`src/rtl/led_sched_pkg.sv`:
```
// Shared types for the LED stream scheduler.
//   state_t   : scheduler FSM states
//   pixel_t   : one 24-bit GRB/RGB pixel, bit 23 transmitted first
//   src_t     : index of a frame source (0 = host, 1 = pattern)
//   cnt_width : counter width helper, never returns less than 1
package led_sched_pkg;

  typedef enum logic [1:0] {
    IDLE  = 2'd0,
    FETCH = 2'd1,
    SEND  = 2'd2,
    LATCH = 2'd3
  } state_t;

  typedef logic [23:0] pixel_t;

  typedef logic src_t;

  // Bits needed to hold values 0..n-1; a 1-bit floor keeps degenerate
  // parameter choices from producing zero-width vectors.
  function automatic int cnt_width(input int n);
    return (n <= 2) ? 1 : $clog2(n);
  endfunction

endpackage

```
`src/rtl/led_stream_scheduler_if.sv`:
```
// Bus bundle between the two frame sources and the LED stream scheduler.
//   i_req        : per-source frame request ([0]=host, [1]=pattern)
//   i_pix_valid  : per-source pixel valid
//   i_pix_data0/1: per-source pixel data
//   o_pix_ready  : per-source pixel accept
//   o_grant      : one-hot current owner
//   o_busy       : frame in progress
//   o_frame_done : pulse on the last latch cycle
//   o_underrun   : pulse when a frame is aborted for lack of pixels
//   o_serial     : encoded one-wire output
//   dbg_state    : scheduler FSM state, for observation only
//
// Pixel handshake: a pixel moves on a rising edge where both
// i_pix_valid[s] and o_pix_ready[s] are high. A source must hold valid
// and data stable until that edge; ready never depends on valid.
interface led_stream_scheduler_if;
  import led_sched_pkg::*;

  logic [1:0] i_req;
  logic [1:0] i_pix_valid;
  pixel_t     i_pix_data0;
  pixel_t     i_pix_data1;
  logic [1:0] o_pix_ready;
  logic [1:0] o_grant;
  logic       o_busy;
  logic       o_frame_done;
  logic       o_underrun;
  logic       o_serial;
  state_t     dbg_state;

  modport master (
    output i_req, i_pix_valid, i_pix_data0, i_pix_data1,
    input  o_pix_ready, o_grant, o_busy, o_frame_done, o_underrun,
    input  o_serial, dbg_state
  );

  modport slave (
    input  i_req, i_pix_valid, i_pix_data0, i_pix_data1,
    output o_pix_ready, o_grant, o_busy, o_frame_done, o_underrun,
    output o_serial, dbg_state
  );

endinterface

```
`src/rtl/bit_encoder.sv`:
```
// One-wire bit encoder: turns one data bit into a BIT_CYCLES-long
// high/low pulse whose high time is T1H_CYCLES for a 1 and T0H_CYCLES
// for a 0.
//   clk, rst : clock and synchronous active-high reset
//   start    : begin a new bit this edge (only when idle or on bit_done)
//   bit_val  : value of the bit being sent, held stable for the whole bit
//   serial   : registered encoded output
//   bit_done : high during the last cycle of the current bit
module bit_encoder
  import led_sched_pkg::*;
#(
  parameter int BIT_CYCLES = 125,
  parameter int T0H_CYCLES = 40,
  parameter int T1H_CYCLES = 80
) (
  input  logic clk,
  input  logic rst,
  input  logic start,
  input  logic bit_val,
  output logic serial,
  output logic bit_done
);

  localparam int CW = cnt_width(BIT_CYCLES);
  localparam logic [CW-1:0] LAST  = CW'(BIT_CYCLES - 1);
  localparam logic [CW-1:0] T0H_V = CW'(T0H_CYCLES);
  localparam logic [CW-1:0] T1H_V = CW'(T1H_CYCLES);

  logic [CW-1:0] cyc;
  logic [CW-1:0] cyc_nx;
  logic [CW-1:0] high;
  logic          active;

  assign cyc_nx   = cyc + CW'(1);
  assign high     = bit_val ? T1H_V : T0H_V;
  assign bit_done = active && (cyc == LAST);

  // serial shows the level for cycle index cyc. Cycle 0 is high for
  // either bit value, so a start drives it high without looking at the bit.
  always_ff @(posedge clk) begin
    if (rst) begin
      active <= 1'b0;
      cyc    <= '0;
      serial <= 1'b0;
    end else if (start) begin
      active <= 1'b1;
      cyc    <= '0;
      serial <= 1'b1;
    end else if (bit_done) begin
      active <= 1'b0;
      cyc    <= '0;
      serial <= 1'b0;
    end else if (active) begin
      cyc    <= cyc_nx;
      serial <= (cyc_nx < high);
    end
  end

endmodule

```
`src/rtl/led_stream_scheduler.sv`:
```
// LED stream scheduler: arbitrates two frame sources once per frame,
// streams NUM_LEDS pixels from the winner through the bit encoder and
// closes each frame with a LATCH_CYCLES low gap.
//   i_clk : clock
//   i_rst : synchronous active-high reset
//   bus   : source/status bundle (see led_stream_scheduler_if)
module led_stream_scheduler
  import led_sched_pkg::*;
#(
  parameter int NUM_LEDS     = 8,
  parameter int BIT_CYCLES   = 125,
  parameter int T0H_CYCLES   = 40,
  parameter int T1H_CYCLES   = 80,
  parameter int LATCH_CYCLES = 8000
) (
  input  logic                    i_clk,
  input  logic                    i_rst,
  led_stream_scheduler_if.slave   bus
);

  localparam int PW = cnt_width(NUM_LEDS + 1);
  localparam int LW = cnt_width(LATCH_CYCLES);
  localparam logic [PW-1:0] NUM_V      = PW'(NUM_LEDS);
  localparam logic [LW-1:0] LATCH_LAST = LW'(LATCH_CYCLES - 1);

  state_t        state;
  state_t        state_nx;
  src_t          gsel;       // granted source
  src_t          last_g;     // source granted most recently
  src_t          win;
  pixel_t        pix_in;
  pixel_t        shift_reg;
  pixel_t        hold_reg;
  logic          hold_full;
  logic [4:0]    bit_cnt;
  logic [PW-1:0] pix_cnt;    // pixels fully sent in this frame
  logic [PW-1:0] cap_cnt;    // pixels captured in this frame
  logic [LW-1:0] latch_cnt;
  logic [1:0]    ready;
  logic          accept;
  logic          pixel_end;
  logic          pix_last;
  logic          enc_start;
  logic          enc_done;
  logic          underrun;

  assign pix_in    = gsel ? bus.i_pix_data1 : bus.i_pix_data0;
  assign accept    = |(ready & bus.i_pix_valid);
  assign pixel_end = (state == SEND) && enc_done && (bit_cnt == 5'd0);
  assign pix_last  = ((pix_cnt + PW'(1)) == NUM_V);

  // Round robin: with both requesting, the source not granted last wins.
  always_comb begin
    win = bus.i_req[1];
    if (bus.i_req == 2'b11) win = ~last_g;
  end

  // Ready comes from state and registers only. It is also withheld in the
  // last cycle of a pixel with an empty holding register: that cycle
  // already commits to an underrun, so a late pixel must not be taken.
  always_comb begin
    ready = 2'b00;
    case (state)
      FETCH: ready[gsel] = 1'b1;
      SEND:  if (!hold_full && (cap_cnt != NUM_V) && !pixel_end) ready[gsel] = 1'b1;
      default: ;
    endcase
  end

  always_comb begin
    state_nx  = state;
    enc_start = 1'b0;
    underrun  = 1'b0;
    case (state)
      IDLE: if (|bus.i_req) state_nx = FETCH;
      FETCH: begin
        // A completed handshake wins over a request dropped in the same cycle.
        if (accept) begin
          state_nx  = SEND;
          enc_start = 1'b1;
        end else if (!bus.i_req[gsel]) begin
          state_nx = IDLE;
        end
      end
      SEND: begin
        if (enc_done) begin
          if (bit_cnt != 5'd0) begin
            enc_start = 1'b1;
          end else if (pix_last) begin
            state_nx = LATCH;
          end else if (hold_full) begin
            enc_start = 1'b1;
          end else begin
            underrun = 1'b1;
            state_nx = LATCH;
          end
        end
      end
      LATCH: if (latch_cnt == LATCH_LAST) state_nx = IDLE;
      default: state_nx = IDLE;
    endcase
  end

  always_ff @(posedge i_clk) begin
    if (i_rst) begin
      state     <= IDLE;
      gsel      <= 1'b0;
      last_g    <= 1'b1;
      shift_reg <= '0;
      hold_reg  <= '0;
      hold_full <= 1'b0;
      bit_cnt   <= 5'd0;
      pix_cnt   <= '0;
      cap_cnt   <= '0;
      latch_cnt <= '0;
    end else begin
      state <= state_nx;
      case (state)
        IDLE: begin
          if (|bus.i_req) begin
            gsel      <= win;
            last_g    <= win;
            cap_cnt   <= '0;
            hold_full <= 1'b0;
          end
        end
        FETCH: begin
          if (accept) begin
            shift_reg <= pix_in;
            bit_cnt   <= 5'd23;
            pix_cnt   <= '0;
            cap_cnt   <= PW'(1);
          end
        end
        SEND: begin
          if (accept) begin
            hold_reg  <= pix_in;
            hold_full <= 1'b1;
            cap_cnt   <= cap_cnt + PW'(1);
          end
          if (enc_done) begin
            if (bit_cnt != 5'd0) begin
              bit_cnt   <= bit_cnt - 5'd1;
              shift_reg <= {shift_reg[22:0], 1'b0};
            end else begin
              pix_cnt <= pix_cnt + PW'(1);
              // Reload straight from the holding register: bit 23 of the
              // next pixel follows with no idle cycle.
              if (!pix_last && hold_full) begin
                shift_reg <= hold_reg;
                bit_cnt   <= 5'd23;
                hold_full <= 1'b0;
              end
            end
          end
          latch_cnt <= '0;
        end
        LATCH: latch_cnt <= latch_cnt + LW'(1);
        default: ;
      endcase
    end
  end

  bit_encoder #(
    .BIT_CYCLES (BIT_CYCLES),
    .T0H_CYCLES (T0H_CYCLES),
    .T1H_CYCLES (T1H_CYCLES)
  ) u_enc (
    .clk      (i_clk),
    .rst      (i_rst),
    .start    (enc_start),
    .bit_val  (shift_reg[23]),
    .serial   (bus.o_serial),
    .bit_done (enc_done)
  );

  assign bus.o_pix_ready  = ready;
  assign bus.o_busy       = (state != IDLE);
  assign bus.o_grant      = (state == IDLE) ? 2'b00 : (gsel ? 2'b10 : 2'b01);
  assign bus.o_frame_done = (state == LATCH) && (latch_cnt == LATCH_LAST);
  assign bus.o_underrun   = underrun;
  assign bus.dbg_state    = state;

endmodule

```
`src/flat_wrapper.sv`:
```
// flat-port wrapper written by rule: the top's interface ports become plain ports
module led_stream_scheduler_flat import led_sched_pkg::*;
#(
  parameter int NUM_LEDS     = 8,
  parameter int BIT_CYCLES   = 125,
  parameter int T0H_CYCLES   = 40,
  parameter int T1H_CYCLES   = 80,
  parameter int LATCH_CYCLES = 8000
)
  (i_clk, i_rst, bus_i_req, bus_i_pix_valid, bus_i_pix_data0, bus_i_pix_data1, bus_o_pix_ready, bus_o_grant, bus_o_busy, bus_o_frame_done, bus_o_underrun, bus_o_serial, bus_dbg_state);
  led_stream_scheduler_if bus_i ();
  input  logic i_clk;
  input  logic i_rst;
  input wire logic [$bits(bus_i.i_req)-1:0] bus_i_req;
  input wire logic [$bits(bus_i.i_pix_valid)-1:0] bus_i_pix_valid;
  input wire logic [$bits(bus_i.i_pix_data0)-1:0] bus_i_pix_data0;
  input wire logic [$bits(bus_i.i_pix_data1)-1:0] bus_i_pix_data1;
  output wire logic [$bits(bus_i.o_pix_ready)-1:0] bus_o_pix_ready;
  output wire logic [$bits(bus_i.o_grant)-1:0] bus_o_grant;
  output wire logic [$bits(bus_i.o_busy)-1:0] bus_o_busy;
  output wire logic [$bits(bus_i.o_frame_done)-1:0] bus_o_frame_done;
  output wire logic [$bits(bus_i.o_underrun)-1:0] bus_o_underrun;
  output wire logic [$bits(bus_i.o_serial)-1:0] bus_o_serial;
  output wire logic [$bits(bus_i.dbg_state)-1:0] bus_dbg_state;
  assign bus_i.i_req = bus_i_req;
  assign bus_i.i_pix_valid = bus_i_pix_valid;
  assign bus_i.i_pix_data0 = bus_i_pix_data0;
  assign bus_i.i_pix_data1 = bus_i_pix_data1;
  assign bus_o_pix_ready = bus_i.o_pix_ready;
  assign bus_o_grant = bus_i.o_grant;
  assign bus_o_busy = bus_i.o_busy;
  assign bus_o_frame_done = bus_i.o_frame_done;
  assign bus_o_underrun = bus_i.o_underrun;
  assign bus_o_serial = bus_i.o_serial;
  assign bus_dbg_state = bus_i.dbg_state;
  led_stream_scheduler #(.NUM_LEDS(NUM_LEDS), .BIT_CYCLES(BIT_CYCLES), .T0H_CYCLES(T0H_CYCLES), .T1H_CYCLES(T1H_CYCLES), .LATCH_CYCLES(LATCH_CYCLES)) u_core (.i_clk(i_clk), .i_rst(i_rst), .bus(bus_i));
endmodule
```
`config.mk`:
```
export PLATFORM = sky130hd
export DESIGN_NAME = led_stream_scheduler_flat
export DESIGN_NICKNAME = d
export VERILOG_FILES = /design/src/rtl/led_sched_pkg.sv /design/src/rtl/led_stream_scheduler_if.sv /design/src/rtl/bit_encoder.sv /design/src/rtl/led_stream_scheduler.sv /design/src/flat_wrapper.sv
export SDC_FILE = /design/constraint.sdc
export NUM_CORES = 1
export LEC_CHECK = 0
export BUFFER_PORTS_ARGS = -buffer_cell sky130_fd_sc_hd__buf_4
export CORE_MARGIN = 3
export CORE_UTILIZATION = 52
export CTS_CLUSTER_DIAMETER = 150
export CTS_CLUSTER_SIZE = 10
export DETAILED_ROUTE_END_ITERATION = 8
export GPL_TIMING_DRIVEN = 0
export PLACE_DENSITY = 0.84
export SLEW_MARGIN = 20
export SYNTH_ARGS = -nofsm -noshare
export SYNTH_HDL_FRONTEND = slang
export SYNTH_SLANG_ARGS = --single-unit
```
`constraint.sdc`:
```
create_clock -name i_clk -period 2.2 [get_ports i_clk]
set_input_delay 0.44 -clock i_clk [delete_from_list [all_inputs] [get_ports i_clk]]
set_output_delay 0.44 -clock i_clk [all_outputs]
set_load 0.01 [all_outputs]
```
==> impl_metrics.csv <==
group,metric,value,unit
critical_path,end_kind,"primary output",
drt,ant_nets,0,
layout,layout.nets,780,
grt,grt_max_degree,20,
timing,skew,0.00954,ns
critical_path,cp.required,1.76,ns
pwr,ir_drop,0.369,mV
run_status,status,"finished with violations",
timing,finalHoldViolations,0,
cts,h-tree-depth,3,
pwr,power,4.16,mW
drt,wire_per_inst,19.7,um
pwr,pwr_density_cell,655,nW/um^2
synth,synth_ff_type,"dfxtp_1",
run,drv_cap,0,
critical_path,worstPathArrival,1.92,ns
place,dp_hpwl,9.72,mm
drt,vias,5415,
timing,fin_crit,2.36,ns
place,globalplace.congestion,0.952,
min_path,worstHoldPathCells,4,
critical_path,crit_type,"register to primary output",
critical_path,crit_family,"simple AND/OR/NAND/NOR gates",
cts,cts.path.max_buffers,2,
synth,syn_inst,602,
drt,drc,0,
synth,synth-seq-cells,88,
critical_path,path_cells,"inv_2 > ha_4 > nor4b_4 > nand3_4 > nor4_4 > buf_4",
grt,grt_use_total,27.4,%
timing,max_freq,425,MHz
synth,ys_warn_count,0,
synth,synth_nets,672,
min_path,hold_path.startpoint,"bus_i_req[0]",
layout,post-route-util,71.3,%
drt,drtIter0Drc,665,
floorplanning,fp.coreArea,8890,sq um
cts,ctsHoldBuffers,0,
place,placed_area,5470,sq um
synth,yosys.area.top_type,"dfxtp_1",
synth,syn_avg_cell_area,8.08,sq um
critical_path,r2r_end,"u_core.hold_full$_SDFFE_PP0P_",
cts,cts.clk_slew.worst_paths,0.09,ns
run_status,violations,"negative setup slack",
drt,routed_wl,16.2,mm
cts,cts_buffers,9,
synth,synth_area_leaders,"dfxtp_1, a21oi_1, mux2_2",
critical_path,r2r.worst_path.cells,10,
floorplanning,dieArea,10600,sq um
timing,slew_headroom,51.3,%
drt,dr.pass1.iters,7,
critical_path,reg2reg_slack,-0.04,ns
critical_path,crit_buf_inv,2,
grt,grt_pass1_vias,4935,
synth,ys_seq_area_share,36.2,%
cts,cts_tree,"built",
grt,gr-total-overflow,0,
synth,synth.top_cell.area_share,36.2,%
synth,synthDistinctLibCells,53,
timing,worst_slack,-0.155,ns
layout,area_growth,30.4,%
timing,finalCritPeriodShare,107,%
layout,mostFrequentLayoutCells,"buf_4, dfxtp_1, a21oi_1, o21ai_0, nand2_1",
layout,layout_commonest_cell,"buf_4",
layout,antenna_cells,0,
layout,layout.cells.non_filler,822,
synth,synth_edf_count,0,
critical_path,reg2reg_from,"u_core.bit_cnt[1]$_SDFFE_PP0P_",
drt,via_per_inst,6.59,
place,portBuffers,63,
floorplanning,start_util,54.7,%
timing,tightest_slew,0.729,ns
layout,drive_gt1_share,32.8,%
synth,synth_area,4860,sq um
timing,whs,0.434,ns
floorplanning,die_height,103,um
floorplanning,rows,34,
critical_path,cp_max_fo,5,
place,dp_cells,773,
cts,cts-root-buf,"clkbuf_8",
grt,grt_pass1_wl,23.2,mm
timing,setup_viol_count_final,6,
critical_path,critPathSlowestCell,"dfxtp_2",
cts,cts_sinks,88,
min_path,hold_class,"input port to register",
floorplanning,die_x,103,um
timing,report.final.slew_viol_count,0,
grt,grt_antenna_before_repair,0,
cts,clock_latency,0.36,ns
critical_path,cpPeakStageDelay,0.35,ns
synth,async_reset_ff_share,0,%
pwr,leakagePower,2.28,nW
floorplanning,io_pins,64,
timing,rsz0062_at_grt,"true",
critical_path,cp-start-kind,"register",
layout,stdcell_area,6340,sq um
layout,fillCellCount,578,
min_path,holdPathEnd,"u_core.last_g$_SDFFE_PP1P_",
## per-layer routing
| layer | global-route usage [%] | wire [um] |
|---|---|---|
| met1 | 34.7 | 6180 |
| met2 | 45.6 | 7940 |
| met3 | 5.75 | 1450 |
| met4 | 11.0 | 585 |
| met5 | 0 | 0 |
## per-stage QoR
stage | setup slack [ns] | setup TNS, ns
after detailed placement | -0.517 | -17.99
after global routing | -0.235 | -2.26
after global placement | -0.370 | -11.74
after CTS | -0.0814 | -0.140
final | -0.155 | -0.444
after floorplan | 0.0448 | 0
## synthesized netlist by cell type, drive strengths merged (3+ instances only)
master,instances
ha,16
o31ai,4
nor4,3
nor2b,3
a311oi,4
nor3,11
a21oi,67
and4,3
xor2,5
dfxtp,88
or3,5
nand3,18
a31oi,7
buf,7
mux2i,6
nand2,46
nand3b,3
o211ai,27
nor2,35
clkbuf,41
o21ai,58
or2,3
and3,6
inv,38
mux2,28
xnor2,7
o2111ai,24
nand4,7
a211oi,7
## worst max path at each step
stage          depth (start not counted)                                 start  slack (ns)                               end
2_1_floorplan                         10  u_core.bus.dbg_state[0]$_SDFFE_PP0P_        0.04  u_core.hold_reg[17]$_SDFFE_PP0P_
3_3_place_gp                          10  u_core.bus.dbg_state[0]$_SDFFE_PP0P_       -0.37  u_core.hold_reg[17]$_SDFFE_PP0P_
3_5_place_dp                          10  u_core.bus.dbg_state[0]$_SDFFE_PP0P_       -0.52  u_core.hold_reg[19]$_SDFFE_PP0P_
4_1_cts                                6        u_core.bit_cnt[1]$_SDFFE_PP0P_       -0.08                    bus_o_underrun
5_1_grt                                7        u_core.bit_cnt[1]$_SDFFE_PP0P_       -0.23                bus_o_pix_ready[1]
6_report                               6        u_core.bit_cnt[1]$_SDFFE_PP0P_       -0.16                    bus_o_underrun
## worst reg2reg max path, cell delays in order (launching register included)
cell and delay, ns:
dfxtp_2 0.35, inv_2 0.08, ha_4 0.14, nor4b_4 0.33, nand3_4 0.20, buf_4 0.19, buf_4 0.12, buf_4 0.12
o31a_1 0.28, o21ai_0 0.20, a21oi_1 0.10
## where the power goes
group          internal (mW)  total, mW  switching, mW
logic                  0.480       1.13          0.654
registers               1.68       1.74         0.0608
clock network          0.642       1.28          0.638
total                   2.80       4.16           1.35
## cell families (layout without fill, tap and decap cells)
group,Yosys count,count (layout),share of synthesized area (%)
and+or+nand+nor,155,155,16.1
muxes,34,34,7.72
xor gates and xnor gates,12,12,2.16
adders and majority gates,16,16,4.12
buffers and inverters,86,198,6.76
DFF,88,88,36.2
AOI/OAI and AO/OA,211,211,26.9
## repair_timing
item,CTS,global route
gates cloned,0,2
endpoints found under the setup margin,69,66
pin swaps,11,25
setup buffers,18,19
resized for setup,54,88
## cell type report
cell class	instances	area, sq um	area share (%)
clock buffer	9	124	1.95
inverter	38	148	2.33
timing repair buffer	102	802	12.6
multi-input combinational	428	3010	47.4
tap	108	135	2.13
buffer	43	241	3.81
clock inverter	6	95.1	1.50
sequential	88	1790	28.2
Power figures use the tool's default switching activity.
